**src/rtl/defines_package.sv**
```systemverilog
// -----------------------------------------------------------------------------
// defines_package
//   Shared types for the scanline colorfill datapath.
//   `WIDTH / `HEIGHT : screen size in pixels / rows.
//   Vertex3D, Triangle3D: signed 16-bit vertex coordinates, three vertices.
//   Color              : 8-bit RGB fill colour.
//   sched_state_e      : fill_scheduler sequencer states.
// -----------------------------------------------------------------------------
`ifndef WIDTH
`define WIDTH 640
`endif
`ifndef HEIGHT
`define HEIGHT 480
`endif

package defines_package;

    localparam int SCR_ROWS = `HEIGHT;

    typedef struct packed {
        logic signed [15:0] x;
        logic signed [15:0] y;
        logic signed [15:0] z;
    } Vertex3D;

    typedef struct packed {
        Vertex3D [2:0] v;
    } Triangle3D;

    typedef struct packed {
        logic [7:0] r;
        logic [7:0] g;
        logic [7:0] b;
    } Color;

    typedef enum logic [2:0] {
        IDLE  = 3'd0,
        BOUND = 3'd1,
        ISSUE = 3'd2,
        WAIT  = 3'd3,
        DONE  = 3'd4
    } sched_state_e;

endpackage

```
**src/rtl/ybound_clip.sv**
```systemverilog
// -----------------------------------------------------------------------------
// ybound_clip
//   Combinational vertical extent of a triangle, clipped to the screen.
//   y0..y2 : signed vertex y coordinates
//   ymin   : max(min(y), 0)                (valid when !empty)
//   ymax   : min(max(y), SCR_HEIGHT-1)     (valid when !empty)
//   empty  : no on-screen row is covered
// -----------------------------------------------------------------------------
module ybound_clip #(
    parameter int SCR_HEIGHT = 480
) (
    input  logic signed [15:0] y0,
    input  logic signed [15:0] y1,
    input  logic signed [15:0] y2,
    output logic signed [15:0] ymin,
    output logic signed [15:0] ymax,
    output logic               empty
);

    localparam logic signed [16:0] ROW_LAST = 17'(SCR_HEIGHT - 1);

    // Widened to 17 bits so the clip compares against SCR_HEIGHT-1 never wrap.
    logic signed [16:0] y0_w_s;
    logic signed [16:0] y1_w_s;
    logic signed [16:0] y2_w_s;
    logic signed [16:0] lo01_s;
    logic signed [16:0] hi01_s;
    logic signed [16:0] lo_raw_s;
    logic signed [16:0] hi_raw_s;
    logic signed [16:0] lo_clip_s;
    logic signed [16:0] hi_clip_s;

    assign y0_w_s = {y0[15], y0};
    assign y1_w_s = {y1[15], y1};
    assign y2_w_s = {y2[15], y2};

    assign lo01_s   = (y0_w_s < y1_w_s) ? y0_w_s : y1_w_s;
    assign hi01_s   = (y0_w_s > y1_w_s) ? y0_w_s : y1_w_s;
    assign lo_raw_s = (lo01_s < y2_w_s) ? lo01_s : y2_w_s;
    assign hi_raw_s = (hi01_s > y2_w_s) ? hi01_s : y2_w_s;

    assign lo_clip_s = (lo_raw_s < 17'sd0)   ? 17'sd0   : lo_raw_s;
    assign hi_clip_s = (hi_raw_s > ROW_LAST) ? ROW_LAST : hi_raw_s;

    assign empty = (hi_raw_s < 17'sd0) || (lo_raw_s > ROW_LAST) || (lo_clip_s > hi_clip_s);

    // Clipped values lie in 0..SCR_HEIGHT-1, so the low 16 bits are exact.
    assign ymin = lo_clip_s[15:0];
    assign ymax = hi_clip_s[15:0];

endmodule

```
**src/rtl/fill_scheduler.sv**
```systemverilog
// -----------------------------------------------------------------------------
// fill_scheduler
//   Row sequencer between triangle setup and the colorfill engine. Accepts a
//   triangle + colour, computes its clipped vertical extent, then launches
//   colorfill once per scanline (pulse fill_en, wait fill_done, advance).
//
//   Ports:
//     clk, n_rst             : clock; synchronous active-high reset
//     tri_valid / tri_ready  : upstream triangle handshake
//     tri_in, rgb_in         : triangle and fill colour from setup
//     fill_en, fill_height   : one-cycle start pulse and row to colorfill
//     fill_tri, fill_rgb     : latched triangle / colour to colorfill
//     fill_done              : colorfill row complete
//     tri_done               : one-cycle pulse, all rows finished
//     busy                   : high outside IDLE
//     rows_filled            : rows completed for current/last triangle
//     err_timeout            : sticky watchdog flag
//
//   Optional: FILL_SCHED_WATCHDOG_EN adds a per-row WAIT watchdog of TIMEOUT
//   cycles; without it err_timeout is tied low and WAIT holds indefinitely.
// -----------------------------------------------------------------------------
module fill_scheduler
    import defines_package::*;
#(
    parameter int SCR_HEIGHT = SCR_ROWS,
    parameter int TIMEOUT    = 2048
) (
    input  logic               clk,
    input  logic               n_rst,
    input  logic               tri_valid,
    output logic               tri_ready,
    input  Triangle3D          tri_in,
    input  Color               rgb_in,
    output logic               fill_en,
    output logic signed [15:0] fill_height,
    output Triangle3D          fill_tri,
    output Color               fill_rgb,
    input  logic               fill_done,
    output logic               tri_done,
    output logic               busy,
    output logic [9:0]         rows_filled,
    output logic               err_timeout
);

    localparam logic [2:0] ST_IDLE  = 3'(IDLE);
    localparam logic [2:0] ST_BOUND = 3'(BOUND);
    localparam logic [2:0] ST_ISSUE = 3'(ISSUE);
    localparam logic [2:0] ST_WAIT  = 3'(WAIT);
    localparam logic [2:0] ST_DONE  = 3'(DONE);

    logic [2:0]         state_r;
    logic               tri_ready_r;
    logic               fill_en_r;
    logic signed [15:0] fill_height_r;
    Triangle3D          fill_tri_r;
    Color               fill_rgb_r;
    logic               tri_done_r;
    logic               busy_r;
    logic [9:0]         rows_filled_r;
    logic signed [15:0] row_r;
    logic signed [15:0] ymax_r;

    logic signed [15:0] clip_ymin_s;
    logic signed [15:0] clip_ymax_s;
    logic               clip_empty_s;
    logic               row_last_s;
    logic signed [15:0] row_next_s;
    logic               wd_hit_s;

    // Bounds are taken from the latched triangle, which is stable during BOUND.
    ybound_clip #(
        .SCR_HEIGHT (SCR_HEIGHT)
    ) u_ybound_clip (
        .y0    (fill_tri_r.v[0].y),
        .y1    (fill_tri_r.v[1].y),
        .y2    (fill_tri_r.v[2].y),
        .ymin  (clip_ymin_s),
        .ymax  (clip_ymax_s),
        .empty (clip_empty_s)
    );

    assign row_last_s = (row_r == ymax_r);
    assign row_next_s = row_r + 16'sd1;

`ifdef FILL_SCHED_WATCHDOG_EN
    localparam logic [15:0] WD_LAST = 16'(TIMEOUT - 1);

    logic [15:0] wd_cnt_r;
    logic        err_timeout_r;

    // The counter holds WD_LAST during the TIMEOUT-th WAIT cycle; fill_done wins.
    assign wd_hit_s = (state_r == ST_WAIT) && !fill_done && (wd_cnt_r == WD_LAST);

    // Per-row WAIT cycle counter and sticky timeout flag
    always_ff @(posedge clk) begin
        if (n_rst) begin
            wd_cnt_r      <= 16'd0;
            err_timeout_r <= 1'b0;
        end else begin
            if (state_r == ST_ISSUE) begin
                wd_cnt_r <= 16'd0;
            end else if (state_r == ST_WAIT) begin
                wd_cnt_r <= wd_cnt_r + 16'd1;
            end
            if (wd_hit_s) begin
                err_timeout_r <= 1'b1;
            end
        end
    end

    assign err_timeout = err_timeout_r;
`else
    logic [31:0] unused_timeout_s;

    assign unused_timeout_s = 32'(TIMEOUT);
    assign wd_hit_s         = 1'b0;
    assign err_timeout      = 1'b0;
`endif

    // Sequencer state, row bookkeeping and all registered handshake outputs
    always_ff @(posedge clk) begin
        if (n_rst) begin
            state_r       <= ST_IDLE;
            tri_ready_r   <= 1'b1;
            fill_en_r     <= 1'b0;
            fill_height_r <= 16'sd0;
            fill_tri_r    <= '0;
            fill_rgb_r    <= '0;
            tri_done_r    <= 1'b0;
            busy_r        <= 1'b0;
            rows_filled_r <= 10'd0;
            row_r         <= 16'sd0;
            ymax_r        <= 16'sd0;
        end else begin
            fill_en_r  <= 1'b0;
            tri_done_r <= 1'b0;
            case (state_r)
                ST_IDLE: begin
                    if (tri_valid && tri_ready_r) begin
                        fill_tri_r    <= tri_in;
                        fill_rgb_r    <= rgb_in;
                        rows_filled_r <= 10'd0;
                        tri_ready_r   <= 1'b0;
                        busy_r        <= 1'b1;
                        state_r       <= ST_BOUND;
                    end
                end
                ST_BOUND: begin
                    row_r  <= clip_ymin_s;
                    ymax_r <= clip_ymax_s;
                    if (clip_empty_s) begin
                        tri_done_r <= 1'b1;
                        state_r    <= ST_DONE;
                    end else begin
                        fill_en_r     <= 1'b1;
                        fill_height_r <= clip_ymin_s;
                        state_r       <= ST_ISSUE;
                    end
                end
                ST_ISSUE: begin
                    state_r <= ST_WAIT;
                end
                ST_WAIT: begin
                    // A watchdog expiry ends the row like fill_done but is not counted.
                    if (fill_done || wd_hit_s) begin
                        if (fill_done) begin
                            rows_filled_r <= rows_filled_r + 10'd1;
                        end
                        if (row_last_s) begin
                            tri_done_r <= 1'b1;
                            state_r    <= ST_DONE;
                        end else begin
                            row_r         <= row_next_s;
                            fill_en_r     <= 1'b1;
                            fill_height_r <= row_next_s;
                            state_r       <= ST_ISSUE;
                        end
                    end
                end
                ST_DONE: begin
                    tri_ready_r <= 1'b1;
                    busy_r      <= 1'b0;
                    state_r     <= ST_IDLE;
                end
                default: begin
                    tri_ready_r <= 1'b1;
                    busy_r      <= 1'b0;
                    state_r     <= ST_IDLE;
                end
            endcase
        end
    end

    assign tri_ready   = tri_ready_r;
    assign fill_en     = fill_en_r;
    assign fill_height = fill_height_r;
    assign fill_tri    = fill_tri_r;
    assign fill_rgb    = fill_rgb_r;
    assign tri_done    = tri_done_r;
    assign busy        = busy_r;
    assign rows_filled = rows_filled_r;

endmodule
```
**config.mk**
```make
export PLATFORM = sky130hd
export DESIGN_NAME = fill_scheduler
export DESIGN_NICKNAME = d
export VERILOG_FILES = /design/src/rtl/defines_package.sv /design/src/rtl/ybound_clip.sv /design/src/rtl/fill_scheduler.sv
export SDC_FILE = /design/constraint.sdc
export NUM_CORES = 1
export LEC_CHECK = 0
export ABC_AREA = 1
export BUFFER_PORTS_ARGS = -buffer_cell sky130_fd_sc_hd__buf_2
export CAP_MARGIN = 20
export CORE_MARGIN = 4
export CORE_UTILIZATION = 55
export DETAILED_ROUTE_END_ITERATION = 7
export PLACE_DENSITY = 0.85
export SLEW_MARGIN = 20
export SYNTH_ARGS = -nofsm -noshare
export SYNTH_HDL_FRONTEND = slang
export SYNTH_SLANG_ARGS = --single-unit
```
**constraint.sdc**
```tcl
create_clock -name clk -period 8.6 [get_ports clk]
set_clock_uncertainty 0.15 [all_clocks]
set_input_delay 1.72 -clock clk [delete_from_list [all_inputs] [get_ports clk]]
set_output_delay 1.72 -clock clk [all_outputs]
set_load 0.05 [all_outputs]
```
# ---- After elaboration in Yosys (flattened, before gate mapping)
# Cells that the tools add are included.
dict set report word_totals {
  reg_bits 233
  inputBits 172
  elab_cells 85
}
dict set report op_classes {
  n_addsub 2
  order_cmp 9
  eq_ne 8
  n_mux 31
  bitwise_logic 1
  reduce_logical 13
}
# operator count
set ops {}
lappend ops {{$mux W17} 6}
lappend ops {{$pmux W16 S2} 2}
lappend ops {{$mux W16} 3}
lappend ops {{$gt A17 B10 Y1 const B} 2}
lappend ops {{$lt A17 B1 Y1 const B} 2}
lappend ops {{$mux W10} 2}
lappend ops {{$pmux W10 S2} 1}
lappend ops {{$gt A17 B16 Y1} 1}
lappend ops {{$gt A17 B17 Y1} 1}
lappend ops {{$lt A17 B16 Y1} 1}
lappend ops {{$add A16 B2 Y16 const B} 1}
lappend ops {{$eq A16 B16 Y1} 1}
lappend ops {{$gt A16 B16 Y1} 1}
lappend ops {{$lt A16 B16 Y1} 1}
lappend ops {{$mux W3} 4}
lappend ops {{$pmux W3 S4} 1}
lappend ops {{$add A10 B1 Y10 const B} 1}
lappend ops {{$mux W1} 8}
lappend ops {{$ne A2 B2 Y1 const B} 4}
lappend ops {{$pmux W1 S2} 4}
lappend ops {{$eq A3 B2 Y1 const B} 2}
lappend ops {{$reduce_and A2 Y1} 3}
lappend ops {{$reduce_and A3 Y1} 2}
lappend ops {{$reduce_and A4 Y1} 1}
lappend ops {{7 further kinds} 9}

# ---- Logic depth before layout (Yosys ltp)
dict set report depth {
  ltp_word 10
  ltp_mapped 50
  ltp_nobuf 47
}

# ---- Cells and area by module
# From an unflattened synthesis, not the netlist that was laid out.
dict set report hier_totals {
  hier_cells 1749
  area_unflattened_um2 12022.8
}
# module instances cells_each area_per_inst_um2 seq_area_each_um2
set modules_own_cells {}
lappend modules_own_cells {fill_scheduler 1 1260 9293.9 4664.5}
lappend modules_own_cells {ybound_clip 1 489 2728.9 0.0}

# ---- Worst setup path before layout
# OpenSTA, ideal clock, no wires.
dict set report synth_timing {
  path_type {reg-to-reg}
  from {register fill_tri_r, in the netlist fill_tri[79]}
  to {register fill_height_r[14], in the netlist fill_height[14]}
  setup_time_ps 114
  t_arrival_ps 6018
  t_required_ps 8336
  slack_ps 2318
  path_stages_with_launch 45
  n_path_buf 4
  synth_period_minus_slack_ps 6282
  cell_sequence {dfxtp_1 inv_1 ha_1 nand2_2 nor2_1 a21oi_2 nand3_2 nand3_1 buf_2 clkbuf_1 nand2_1 o21ai_0 ha_1 a21oi_1 o21ai_0 nand2_1 o2111ai_1 nand2_1 [9 not listed] nand3_1 nand2_2 inv_1 nor2_1 ha_1 a21oi_1 nor2_1 nor2_1 nand4_1 a221oi_1 o21ai_0 a21oi_1 nand3_2 nand2_4 buf_6 nand2_1 nand2_1 nor2_1}
}
dict set report synth_via {
  elab_chain_len 10
}
# item line
set synth_lines {}
lappend synth_lines {{start: declaration} fill_scheduler.sv:55} ;# Triangle3D fill_tri_r;
lappend synth_lines {{start signal: assignment} fill_scheduler.sv:140} ;# fill_tri_r <= tri_in;
lappend synth_lines {{$lt A16 B16 Y1 or $gt A16 B16 Y1 (tied branches)} {ybound_clip.sv:37, ybound_clip.sv:38}}
lappend synth_lines {{$mux W17 (on tied branches)} {ybound_clip.sv:37, ybound_clip.sv:38}}
lappend synth_lines {{$lt A17 B16 Y1 or $gt A17 B16 Y1 (tied branches)} {ybound_clip.sv:39, ybound_clip.sv:40}}
lappend synth_lines {{$mux W17 (on tied branches)} {ybound_clip.sv:39, ybound_clip.sv:40}}
lappend synth_lines {{$lt A17 B1 Y1 or $gt A17 B10 Y1 (tied branches)} {ybound_clip.sv:42, ybound_clip.sv:43}}
lappend synth_lines {{$mux W17 (on tied branches)} {ybound_clip.sv:42, ybound_clip.sv:43}}
lappend synth_lines {{$gt A17 B17 Y1} ybound_clip.sv:45} ;# assign empty = (hi_raw_s < 17'sd0) || (lo_raw_s > ROW_LAST) || (lo_clip_s > hi_clip_s);
lappend synth_lines {{$logic_or A1 B1 Y1} ybound_clip.sv:45}
lappend synth_lines {{$ne A2 B2 Y1 (no line)} n/a}
lappend synth_lines {{$reduce_and A4 Y1 (no line)} n/a}
lappend synth_lines {{end signal: assignment} fill_scheduler.sv:156} ;# fill_height_r <= clip_ymin_s;
lappend synth_lines {{end signal: assignment} fill_scheduler.sv:175} ;# fill_height_r <= row_next_s;
lappend synth_lines {{end: declaration} fill_scheduler.sv:54} ;# logic signed [15:0] fill_height_r;
# Parallel ways exist; a longest one is shown, timed or not. The select of a mux whose other input is x is not followed.
# A chain may end at the register's enable or synchronous reset.

# ---- Worst setup path after layout
dict set report layout_timing {
  from {register fill_tri_r, in the netlist fill_tri[79]}
  to {register fill_height_r[0], in the netlist fill_height[0]}
}
# The elaborated chain is that of the path after synthesis.

==> metrics.yaml <==
die:
  floorplan.die.height_um: 153
  core_area_um2: 20400
  core.rowCount: 52
  num_io_pins: 371
  die_footprint_um2: 23300
  start_util_pct: 56.4
  die_width_um: 153
setup_path:
  startpoint_type: "register"
  timing.critical_path.slowest_stage_cell: "ha_1"
  worst_ep_required_time_ns: 8.86
  cp_slowest_stage_delay_ns: 0.36
  path_common_cell: "nand2_1"
  setup.worst_path.end_class: "register"
  critPathArrivalTime_ns: 7.78
  critical_path.max_fanout: 23
  criticalPathCategory: "register to register"
place:
  numPlacedInstances: 2168
  finalWeightedCongestion: 0.889
  io_buffers: 369
  placed_area_um2: 13400
  dp.final_hpwl_mm: 26.0
clock_tree:
  cts_tree: "done"
  clock_latency_ns: 0.54
  register_clock_pin_slew_on_the_reported_worst_setup_and_hold_paths_ns: 0.06
  postCtsSetupBuffers: 0
  count_of_hold_fix_buffers_inserted_at_cts: 0
  cts_root_buf: "clkbuf_16"
  cts_htree_levels: 1
  maximum_buffer_depth_of_the_clock_tree: 3
  tritoncts.num_buffers: 26
  cts_repair_resize_count: 0
  cts_sinks: 233
worst_hold_path:
  min_delay_path_class: "register to register"
global_route:
  global_route_wire_length_before_repair_mm: 54.7
  number_of_antenna_violations_at_the_first_check_in_global_routing: 9
  grt.overflow.total: 0
  track_usage_pct: 27.9
  maximum_number_of_pins_on_one_net_before_global_route_repair: 288
  first_global_vias: 11000
routing:
  route.vias.total: 11600
  via_to_cell_ratio: 5.22
  detail_route.wirelength_mm: 34.1
  drtIter0Drc: 733
  antenna_violating_nets_post_route: 0
  wl_per_cell_um: 15.4
  drc: 0
  drt-pass1-iter-count: 5
yosys:
  netlist_instances: 1607
  synth.ff_latch_count: 233
  seq_area_frac_synth_pct: 40.5
  synth_nets: 1843
  avgSynthCellArea_um2: 7.17
  synthesis.area_um2: 11500
  yosys.cell_types.count: 45
  ys.warnings.count: 0
final_layout:
  mostFrequentLayoutCells: "buf_2 (369), inv_1 (272), o21ai_0 (240)"
  finish.instance_area_um2: 14300
  layout_commonest_cell: "buf_2"
  layout.nets: 2162
  drive_gt1_share_pct: 23.0
  multi_input_area_um2: 5480
  layout.cells.non_filler: 2221
  area_delta_synth_final_pct: 23.8
  sequential_cell_area_um2: 4660
  fillCellCount: 1700
run:
  max-cap-violations: 0
sta:
  period_utilization_pct: 87.5
  timing_hold_violations_final: 0
  rsz0062_at_grt: "false"
  max_freq_ghz: 0.133
  fin_setup_tns_ns: 0
  setup_viol_count_final: 0
  finalCriticalPeriod_ns: 7.52
  slew_viol_final: 0
  worst-slew-pin-transition_ns: 1.16
  worst_slew_margin_rel_pct: 22.9
run_status:
  run_status: "finished clean"
-- per-stage QoR --
| step | util (%) | hold slack [ns] | setup WS [ns] |
|---|---|---|---|
| after detailed placement | 65.7 | 0.283 | 1.24 |
| after CTS | 69.8 | 0.293 | 1.17 |
| after floorplan | - | 0.305 | 2.32 |
| after global placement | 65.7 | 0.278 | 1.56 |
| after global routing | 69.8 | 0.305 | 0.150 |
| final | 69.9 | 0.290 | 1.08 |
-- final timing paths --
path	from	endpoint	slack (ns)	cells past startpoint
worst min-delay path	fill_rgb[8]	fill_rgb[8]	0.29	2
worst max register to register	fill_tri[79]	fill_height[0]	1.08	41
worst max-delay path	fill_tri[79]	fill_height[0]	1.08	41
worst min register to register	fill_rgb[8]	fill_rgb[8]	0.29	2
-- flip-flops by register name (all words and copies together) (netlist names) --
signal       cells
fill_tri       144
busy             1
tri_done         1
fill_rgb        24
fill_en          1
rows_filled     10
state_r          3
ymax_r          16
row_r           16
tri_ready        1
fill_height     16
-- Yosys cell counts, drive strengths merged --
master / instances / share of area (%)
a221oi: 2 / 0.15
a21o: 2 / 0.13
nand3b: 6 / 0.39
or2: 5 / 0.27
nor3: 18 / 0.88
buf: 14 / 0.90
o2111ai: 1 / 0.076
inv: 273 / 8.9
a211oi: 1 / 0.065
clkinv: 2 / 0.065
o21bai: 1 / 0.065
a21oi: 234 / 10
a31oi: 1 / 0.054
conb: 1 / 0.033
nand2: 238 / 8.2
dfxtp: 233 / 40
or4: 1 / 0.065
nor2: 68 / 2.2
a22oi: 1 / 0.065
clkbuf: 69 / 2.2
o21a: 6 / 0.40
ha: 64 / 6.9
nor3b: 3 / 0.20
nor4: 6 / 0.33
and3: 4 / 0.22
nand4: 8 / 0.43
nand3: 53 / 2.4
o211ai: 10 / 0.65
xnor2: 9 / 0.68
o21ai: 260 / 11
xor2: 13 / 0.99
-- critical path: cells and delay by family (launching register included) --
kind                     cells  cell delay (ns)
AO/OA/AOI/OAI               11             1.93
adder cells (fa/ha/maj)      3             0.94
buffers and inverters        5             0.96
flip-flops                   1             0.35
AND/OR/NAND/NOR             22             3.02
-- cells by family after synthesis --
logic type / Yosys count / share of synthesized area (%)
compound gates: 519 / 23.2
xor+xnor: 22 / 1.67
fa+ha+maj: 64 / 6.95
buf+inv: 358 / 12.1
flops: 233 / 40.5
other cells: 1 / 0.0325
simple gates: 410 / 15.6
-- layer usage --
| layer | routed length (um) | vias up | GRT usage, % |
|---|---|---|---|
| li1 | - | 5877 | - |
| met1 | 13700 | 5232 | 34.2 |
| met2 | 16200 | 412 | 47.0 |
| met3 | 3050 | 72 | 7.92 |
| met4 | 1110 | 4 | 9.97 |
| met5 | 32 | - | 0 |
-- layout make-up --
class	instances	share of cell area [%]
clock inverter	11	0.736
tap	270	2.37
antenna	8	0.140
timing repair buffer	374	13.3
multi-input combinational	1016	38.4
clock buffer	34	5.12
sequential	233	32.7
inverter	275	7.25
Power is not shown: default switching activity piles up to over one toggle a cycle in this logic, so the estimate is an artifact.
